**src/rtl/rob_multiport.sv**
```systemverilog
// rob_multiport: reorder buffer for the dual-dispatch out-of-order core.
//
// It allocates up to two entries per cycle in program order (slot 0 is the
// older one) and takes results from WB_PORTS writeback ports. It resolves
// branches from the branch FU and retires one entry per cycle, in order, onto
// a registered commit bus.
// A mispredict flushes only the entries younger than the branch. An exception
// at the head flushes the whole buffer.
//
// Ports
//   clk, reset (async, active-low)
//   alloc_valid/alloc_rd/alloc_is_branch  -> alloc_ready, alloc_tag {tag1,tag0}
//   wb_valid/wb_tag/wb_value/wb_exc       per-port writeback, packed port-major
//   br_valid/br_tag/br_mispredict         branch resolution
//   commit_valid/tag/rd/value             registered retire bus
//   flush                                 one-cycle pulse on exception retire
//   recover_valid/recover_tag             one-cycle pulse after a mispredict
//   count, empty, full                    occupancy
module rob_multiport #(
   parameter int DEPTH    = 8,
   parameter int DATA_W   = 32,
   parameter int AREG_W   = 3,
   parameter int WB_PORTS = 2,
   localparam int TAG_W   = $clog2(DEPTH)
) (
   input  logic                         clk,
   input  logic                         reset,
   input  logic [1:0]                   alloc_valid,
   input  logic [2*AREG_W-1:0]          alloc_rd,
   input  logic [1:0]                   alloc_is_branch,
   output logic                         alloc_ready,
   output logic [2*TAG_W-1:0]           alloc_tag,
   input  logic [WB_PORTS-1:0]          wb_valid,
   input  logic [WB_PORTS*TAG_W-1:0]    wb_tag,
   input  logic [WB_PORTS*DATA_W-1:0]   wb_value,
   input  logic [WB_PORTS-1:0]          wb_exc,
   input  logic                         br_valid,
   input  logic [TAG_W-1:0]             br_tag,
   input  logic                         br_mispredict,
   output logic                         commit_valid,
   output logic [TAG_W-1:0]             commit_tag,
   output logic [AREG_W-1:0]            commit_rd,
   output logic [DATA_W-1:0]            commit_value,
   output logic                         flush,
   output logic                         recover_valid,
   output logic [TAG_W-1:0]             recover_tag,
   output logic [TAG_W:0]               count,
   output logic                         empty,
   output logic                         full
);

   localparam int CNT_W = TAG_W + 1;

   logic [TAG_W-1:0]  head, tail;
   logic [CNT_W-1:0]  count_q;
   logic [DEPTH-1:0]  busy, done, exc, is_br;
   logic [AREG_W-1:0] rd_q    [DEPTH];
   logic [DATA_W-1:0] value_q [DEPTH];

   logic              head_ready, ret_exc, ret_any, ret_commit;
   logic              br_hit, mispred;
   logic [TAG_W-1:0]  br_off;
   logic [DEPTH-1:0]  flush_mask;
   logic [TAG_W-1:0]  tag0, tag1;
   logic              do_alloc;
   logic [1:0]        alloc_en;
   logic [CNT_W-1:0]  n_alloc;
   logic [CNT_W-1:0]  count_next;
   logic [WB_PORTS-1:0] wb_ok;
   logic [TAG_W-1:0]  wb_t [WB_PORTS];

   // Retire decisions look only at the head entry as registered at cycle start.
   assign head_ready = busy[head] & done[head];
   assign ret_exc    = head_ready & exc[head];
   assign ret_any    = head_ready & ~exc[head];
   assign ret_commit = ret_any & ~is_br[head];

   // An exception retire overrides every other input in the same cycle.
   assign br_hit  = br_valid & busy[br_tag] & is_br[br_tag] & ~ret_exc;
   assign mispred = br_hit & br_mispredict;
   assign br_off  = br_tag - head;

   // An entry is younger than the branch when its distance from the head is
   // larger than the branch's distance. Only busy entries can lie in
   // [head, tail), so this also works when the buffer is full (head == tail).
   always_comb begin
      flush_mask = '0;
      for (int i = 0; i < DEPTH; i++) begin
         if (mispred && busy[i] && (TAG_W'(TAG_W'(i) - head) > br_off))
            flush_mask[i] = 1'b1;
      end
   end

   assign alloc_ready = (count_q <= CNT_W'(DEPTH - 2));
   assign tag0        = tail;
   assign tag1        = tail + TAG_W'(alloc_valid[0]);
   assign alloc_tag   = {tag1, tag0};

   assign do_alloc = alloc_ready & ~ret_exc & ~mispred;
   assign alloc_en = do_alloc ? alloc_valid : 2'b00;
   assign n_alloc  = CNT_W'(alloc_en[0]) + CNT_W'(alloc_en[1]);

   // Slots being allocated are never busy, so the busy test also drops
   // writebacks that collide with a same-cycle allocation.
   always_comb begin
      wb_ok = '0;
      for (int p = 0; p < WB_PORTS; p++) begin
         wb_t[p]  = wb_tag[p*TAG_W +: TAG_W];
         wb_ok[p] = wb_valid[p] & busy[wb_t[p]] & ~is_br[wb_t[p]]
                  & ~flush_mask[wb_t[p]] & ~ret_exc;
      end
   end

   always_comb begin
      if (ret_exc)
         count_next = '0;
      else if (mispred)
         count_next = {1'b0, br_off} + CNT_W'(1) - CNT_W'(ret_any);
      else
         count_next = count_q + n_alloc - CNT_W'(ret_any);
   end

   assign count = count_q;
   assign empty = (count_q == '0);
   assign full  = (count_q == CNT_W'(DEPTH));

   always_ff @(posedge clk or negedge reset) begin
      if (!reset) begin
         head          <= '0;
         tail          <= '0;
         count_q       <= '0;
         busy          <= '0;
         done          <= '0;
         exc           <= '0;
         is_br         <= '0;
         for (int i = 0; i < DEPTH; i++) begin
            rd_q[i]    <= '0;
            value_q[i] <= '0;
         end
         commit_valid  <= 1'b0;
         commit_tag    <= '0;
         commit_rd     <= '0;
         commit_value  <= '0;
         flush         <= 1'b0;
         recover_valid <= 1'b0;
         recover_tag   <= '0;
      end else begin
         flush         <= ret_exc;
         recover_valid <= mispred;
         if (mispred)
            recover_tag <= br_tag;

         commit_valid <= ret_commit;
         if (ret_commit) begin
            commit_tag   <= head;
            commit_rd    <= rd_q[head];
            commit_value <= value_q[head];
         end

         if (ret_exc) begin
            head    <= '0;
            tail    <= '0;
            count_q <= '0;
            busy    <= '0;
            done    <= '0;
            exc     <= '0;
            is_br   <= '0;
            for (int i = 0; i < DEPTH; i++) begin
               rd_q[i]    <= '0;
               value_q[i] <= '0;
            end
         end else begin
            // Ascending port order: the higher-index port wins a tag collision.
            for (int p = 0; p < WB_PORTS; p++) begin
               if (wb_ok[p]) begin
                  value_q[wb_t[p]] <= wb_value[p*DATA_W +: DATA_W];
                  done[wb_t[p]]    <= 1'b1;
                  exc[wb_t[p]]     <= wb_exc[p];
               end
            end

            if (br_hit)
               done[br_tag] <= 1'b1;

            for (int i = 0; i < DEPTH; i++) begin
               if (flush_mask[i]) begin
                  busy[i]    <= 1'b0;
                  done[i]    <= 1'b0;
                  exc[i]     <= 1'b0;
                  is_br[i]   <= 1'b0;
                  rd_q[i]    <= '0;
                  value_q[i] <= '0;
               end
            end

            if (alloc_en[0]) begin
               busy[tag0]    <= 1'b1;
               done[tag0]    <= 1'b0;
               exc[tag0]     <= 1'b0;
               is_br[tag0]   <= alloc_is_branch[0];
               rd_q[tag0]    <= alloc_rd[AREG_W-1:0];
               value_q[tag0] <= '0;
            end
            if (alloc_en[1]) begin
               busy[tag1]    <= 1'b1;
               done[tag1]    <= 1'b0;
               exc[tag1]     <= 1'b0;
               is_br[tag1]   <= alloc_is_branch[1];
               rd_q[tag1]    <= alloc_rd[2*AREG_W-1:AREG_W];
               value_q[tag1] <= '0;
            end

            // Freeing the head comes last so it overrides a late writeback to it.
            if (ret_any) begin
               busy[head]  <= 1'b0;
               done[head]  <= 1'b0;
               exc[head]   <= 1'b0;
               is_br[head] <= 1'b0;
            end

            head    <= head + TAG_W'(ret_any);
            tail    <= mispred ? (br_tag + TAG_W'(1)) : (tail + n_alloc[TAG_W-1:0]);
            count_q <= count_next;
         end
      end
   end

endmodule

```
**config.mk**
```make
export PLATFORM = sky130hd
export DESIGN_NAME = rob_multiport
export DESIGN_NICKNAME = d
export VERILOG_FILES = /design/src/rtl/rob_multiport.sv
export SDC_FILE = /design/constraint.sdc
export NUM_CORES = 1
export LEC_CHECK = 0
export BUFFER_PORTS_ARGS = -buffer_cell sky130_fd_sc_hd__buf_2
export CORE_MARGIN = 5
export CORE_UTILIZATION = 45
export CTS_BUF_LIST = sky130_fd_sc_hd__clkbuf_16
export CTS_CLUSTER_SIZE = 20
export DETAILED_ROUTE_END_ITERATION = 12
export HOLD_SLACK_MARGIN = 0.03
export RECOVER_POWER = 100
export SLEW_MARGIN = 20
export SYNTH_ARGS = -nofsm -noshare
export SYNTH_HDL_FRONTEND = slang
export SYNTH_SLANG_ARGS = --single-unit
```
**constraint.sdc**
```tcl
create_clock -name clk -period 5.3 [get_ports clk]
set_clock_uncertainty 0.1 [all_clocks]
set_input_delay 0 -clock clk [delete_from_list [all_inputs] [get_ports clk]]
set_output_delay 0 -clock clk [all_outputs]
set_load 0.02 [all_outputs]
```
[Word-level counts from Yosys, hierarchy flattened]
Cells that the tools add are included.
Word-level totals
  register bits: 366
  bits of input ports: 91
Cells by class
  add/sub/neg operators: 18
  order comparisons: 30
  equal/unequal tests: 1
  multiplexer cells: 215
  bitwise operators: 51
  reduce and logical (&&, ||, !) cells: 27
Operators with widths (count)
  2-to-1 mux 256 bit: 7
  2-to-1 mux 32 bit: 22
  AND 256 bit: 2
  bitwise mux 256 bit: 2
  NOT 256 bit: 2
  demux 32 bit (select 3 bit): 4
  2-to-1 mux 8 bit: 32
  binary-select mux 32 bit (select 3 bit): 1
  2-to-1 mux 24 bit: 4
  2-to-1 mux 1 bit: 90
  2-to-1 mux 3 bit: 23
  AND 8 bit: 8
  bitwise mux 24 bit: 2
  OR 8 bit: 5
  binary-select mux 1 bit (select 3 bit): 12
  bitwise mux 8 bit: 4
  logical AND 1 bit: 26
  greater-than comparator 3 bit: 8
  < comparator 3 x 4 -> 1 bit, second input constant: 6
  NOT 8 bit: 3
  >= comparator 4 bit, second input constant: 5
  NOT 3 -> 4 bit: 5
  AND 1 bit: 18
  demux 1 bit (select 3 bit): 6
  21 further kinds: 45

[Depth between registers and ports, before layout]
  depth after elaboration: 33
  gate-level depth with buffers: 20
  depth with buffers taken out: 19

[Least setup slack after synthesis]
Ideal clock, no wire load.
  kind: register to register
  start: register head[1]
  end: register value_q[229] (netlist bit)
  setup time: 0.136 ns
  data arrival time: 4.933 ns
  path slack: 0.131 ns
  stages on the path, launching flop included: 20
  buffers on the path: 7
  clock period less this slack: 5.169 ns
  path through: dfrtp_1 > buf_4 > clkbuf_1 > clkbuf_1 > clkbuf_1 > inv_1 > fa_1 > inv_1 > ha_1 > nand2b_1 > a222oi_1 > o221a_1 > and2_1 > o21a_1 > buf_6 > or4_1 > buf_2 > buf_6 > a221oi_1 > nor3_1
Between the ends
  word-level cells in the longest chain between the ends: 27
  elaborated cells between the ends (all ways): 78
  those cells by class: add/sub: 9; order compare: 8; mux: 29; bitwise: 16; reduce/logical: 16
RTL lines
  from (decl): line 54  | logic [TAG_W-1:0] head, tail;
  from (signal assigned): line 221  | head <= head + TAG_W'(ret_any);
  binary-select mux 1 bit (select 3 bit): line 73  | assign head_ready = busy[head] & done[head];
  2-to-1 mux 1 bit (not written as such): line 73
  AND 1 bit: line 73
  AND 1 bit: line 74  | assign ret_exc = head_ready & exc[head];
  NOT 1 bit: line 79, 99, 110
  AND 1 bit: line 79  | assign br_hit = br_valid & busy[br_tag] & is_br[br_tag] & ~ret_exc;
  AND 1 bit: line 80  | assign mispred = br_hit & br_mispredict;
  logical AND 1 bit (2 in series): line 89  | if (mispred && busy[i] && (TAG_W'(TAG_W'(i) - head) > br_off))
  [... 10 more ...]
  2-to-1 mux 32 bit: line 186  | if (flush_mask[i]) begin
  2-to-1 mux 32 bit: line 160  | if (ret_exc) begin
  AND 256 bit (no line)
  2-to-1 mux 256 bit: line 196  | if (alloc_en[0]) begin
  2-to-1 mux 256 bit: line 160
  AND 256 bit (no line)
  2-to-1 mux 256 bit: line 204  | if (alloc_en[1]) begin
  2-to-1 mux 256 bit (*): line 160
  to (signal, indexed assignment): line 176  | value_q[wb_t[p]] <= wb_value[p*DATA_W +: DATA_W];
  to (decl): line 58  | logic [DATA_W-1:0] value_q [DEPTH];
Mark *: on every way between the ends. The rest lies on a longest branch, timed or not. The select of a mux whose other input is x is not followed.
A chain may end at the register's enable or synchronous reset.

[Worst setup path in the final report]
  start: register head[0]
  end: register value_q[176] (netlist bit)
Same word-level chain as after synthesis.

==> results.md <==
* Area share of and/or/nand/nor cells after synthesis at 20.27%
* Layout Nets at 2620
* Number of H-tree levels at 2
* Cells after synthesis at 2351
* Worst VDD drop at 0.0002962 V
* Seq/Total Area, Yosys at 41.97%
* WP data arrival at 5360 ps
* Failing checks: max-capacitance violations, max-slew violations
* DR vias at 20620
* Cell family with most CP delay: buffers and inverters
* Post-synthesis async set-or-reset flop share at 100.0%
* Syn avg cell area at 9.281 um^2
* Pin count of the biggest net entering global routing at 130
* Synth Cell Area at 0.02182 mm^2
* Vias in the first global route at 20450
* Final wirelength at 82220 um
* Area share of fa/ha/maj cells after synthesis at 2.156%
* Grt total ovfl at 0
* Largest family of logic cells by synthesized area: simple AND/OR/NAND/NOR gates
* Min cycle time layout at 4966 ps
* Critical path fanouts, max at 34
* Grt met3 use at 6.033%
* Post-synth EDFFs at 0
* WP buf/inv at 4
* Buffers on Ports at 147
* Row cnt at 80
* Setup violations, final at 0
* TNS Setup at 0 ps
* Final Core Density at 52.77%
* Type of the tightest min-delay check: input port to flop
* Initial Utilization at 45.60%
* Placer Congestion at 0.9258
* Total CTS buffers at 44
* Share of post-route cells with drive strength above 1 at 14.03%
* CTS tree: done
* Crit start category: flop
* Layout area overhead at 15.72%
* P_leak at 10.58 nW
* Remaining DRCs at 0
* Status: finished, violations left
* Max-slew violation count at 343
* XOR/XNOR Fraction of Synth Area at 0.6193%
* YS warnings at 0
* WL/cell at 26.14 um
* Pre-Repair DR Iteration Count at 8
* Critical-path top delay cell: clkbuf_2
* # IOs at 148
* DIE WIDTH at 230.2 um
* Post-synthesis mux area share at 10.94%
* FMAX at 0.2014 GHz
* Final HPWL DP at 51000 um
* GRT met1 Usage at 41.53%
* # fillers at 4341
* Distinct cells, synth at 79
* Unrepaired setup endpoints after global routing: no
* Clock buffer depth at 3
* Worst EP required at 5690 ps
* Post-CTS Resized at 0
* First-pass GRT wire length at 126100 um
* Core area at 0.04785 mm^2
* Kind of critical path: flop to flop
* Hold Fails Final Rpt at 0
* ANT nets after route at 0
* Clock sink count at 366
* PD cells at 610.9 mW/mm^2
* Clk root buf: clkbuf_16
* Overall Global Routing Usage at 30.31%
* Clk Latency, worst-skew pair at 580 ps
* Most Crowded Layer GR: met2
* Synthesized flop and latch total at 366
* Crit-path max cell delay at 750 ps
* Die area at 0.05299 mm^2
* Crit end category: flop
* Max Cap Viol at 4
* Met2 Use GR at 48.45%
* Crit path cell chain: ha_1 -> inv_1 -> fa_1 -> inv_1 -> ha_1 -> nand2b_1 -> a22oi_1 -> o21ai_0 -> a311o_1 -> nor3_1 -> clkbuf_1 -> nand3b_1 -> clkbuf_2 -> nor2_1 -> nor3_1
* Top_reg_cell synth: dfrtp_1
* Vias/cell at 6.553
* Clock-pin slew on the worst setup and hold paths at 60 ps
* Slew margin rel. at -99.24%
* Final Cycle Share at 93.70%
* Initial antenna violation count at 1
* Die Height at 230.2 um
* Number of DRC markers in iteration 0 at 2348
* Tightest Pin Transition at 2989 ps
* Post-synthesis compound-gate area fraction at 18.11%
* Syn nets at 2477
[final timing paths]
path                                                   end  slack, ps                       start  depth (start not counted)
min in group asynchronous             value_q[6]$_DFF_PN0_        640                       reset                          3
worst min-delay path                      exc[4]$_DFF_PN0_        150                   wb_tag[4]                          4
max in group asynchronous            value_q[45]$_DFF_PN0_        890                       reset                          4
worst max-delay path                value_q[176]$_DFF_PN0_        330           head[0]$_DFF_PN0_                         15
worst max register to register      value_q[176]$_DFF_PN0_        330           head[0]$_DFF_PN0_                         15
worst min register to register  recover_tag[1]$_DFFE_PN0N_        370  recover_tag[1]$_DFFE_PN0N_                          2
[area by class of cell]
type	count	area [um^2]	area share [%]
clock buffers	45	1126	4.460
diodes	1	2.502	0.009910
flip-flops and latches	366	9168	36.31
inverters	49	183.9	0.7284
multi-input cells	1693	11260	44.59
repair buffers	340	2422	9.593
clock inverters	37	319.1	1.264
well taps	615	769.5	3.047
[registers in the layout (all words and copies together) (netlist names), 3 cells and up]
signal        flops
value_q         256
commit_value     32
rd_q             24
busy              8
done              8
exc               8
is_br             8
count             4
commit_rd         3
commit_tag        3
head              3
recover_tag       3
tag0              3
[worst register-to-register path: stages, from the launching register on]
cell and delay [ps]:
dfrtp_4 580, ha_1 200, inv_1 40, fa_1 500
inv_1 100, ha_1 350, nand2b_1 110, a22oi_1 320
o21ai_0 160, a311o_1 410, nor3_1 170, clkbuf_1 580
nand3b_1 200, clkbuf_2 750, nor2_1 120, nor3_1 190
[where the power goes]
part           internal, mW  switching (mW)
logic                  3.01            4.36
clock network          1.79            1.29
registers              4.05           0.918
total                  8.86            6.57
[metrics by stage]
stage	hold WS, ps	instance area (um^2)	setup WS (ps)	total power [mW]	cells
6_report	149.6	25250	334.1	15.42	3146
5_1_grt	172.9	25250	73.69	16.30	3145
4_1_cts	116.5	25600	487.6	15.49	3145
3_5_place_dp	-11.67	22930	530.2	12.11	2943
3_3_place_gp	-15.86	22930	635.6	11.93	2943
2_1_floorplan	-395.6	21820	130.9	9.725	2351
[cells in the mapped netlist, drive strengths merged (36+ instances only)]
| cell | n | area share, % |
|---|---|---|
| buf | 93 | 2.5 |
| mux4 | 76 | 7.8 |
| inv | 49 | 0.84 |
| a31oi | 55 | 1.6 |
| nor2 | 347 | 6.0 |
| a311oi | 148 | 5.9 |
| nor2b | 36 | 1.0 |
| nor3 | 86 | 2.0 |
| clkbuf | 150 | 2.6 |
| dfrtp | 366 | 42 |
| o21ai | 38 | 0.87 |
| a221oi | 77 | 4.3 |
| nand3 | 58 | 1.3 |
| mux2i | 56 | 2.6 |
| a211oi | 54 | 1.9 |
| nand2 | 405 | 7.0 |
| a21oi | 50 | 1.1 |
[metal layers]
metal  wire length (um)  up-vias
met3               7679      185
met1              33520    10430
met5                  0        -
met4               2752        0
met2              38270     1148
li1                   -     8859
[cells in the final DEF (no fill, tap or decap), types with 14 or more instances in the layout]
| master | instances |
|---|---|
| buf_4 | 57 |
| dfrtp_1 | 363 |
| mux4_2 | 76 |
| clkbuf_1 | 62 |
| a211oi_1 | 54 |
| buf_2 | 91 |
| nor2b_1 | 36 |
| a21oi_1 | 50 |
| inv_1 | 57 |
| nor3_1 | 86 |
| nor2_1 | 346 |
| a311oi_1 | 148 |
| mux2i_1 | 55 |
| o21ai_0 | 35 |
| a221oi_1 | 63 |
| nand2_1 | 402 |
| a221oi_2 | 14 |
| nand3_1 | 53 |
| a31oi_1 | 55 |
| clkbuf_16 | 45 |
| ha_1 | 32 |
| dlygate4sd3_1 | 119 |
[timing repair]
item | 4_1_cts | 5_1_grt
hold endpoints to repair | 431 | 0
buffers inserted | 0 | 0
hold buffers | 120 | 0
[kinds of logic after synthesis]
| group | after synthesis |
|---|---|
| simple gates | 1021 |
| xor+xnor | 12 |
| mux | 141 |
| compound gates | 483 |
| fa+ha+maj | 36 |
| flops | 366 |
| buf+inv | 292 |
Power figures use the tool's default switching activity.
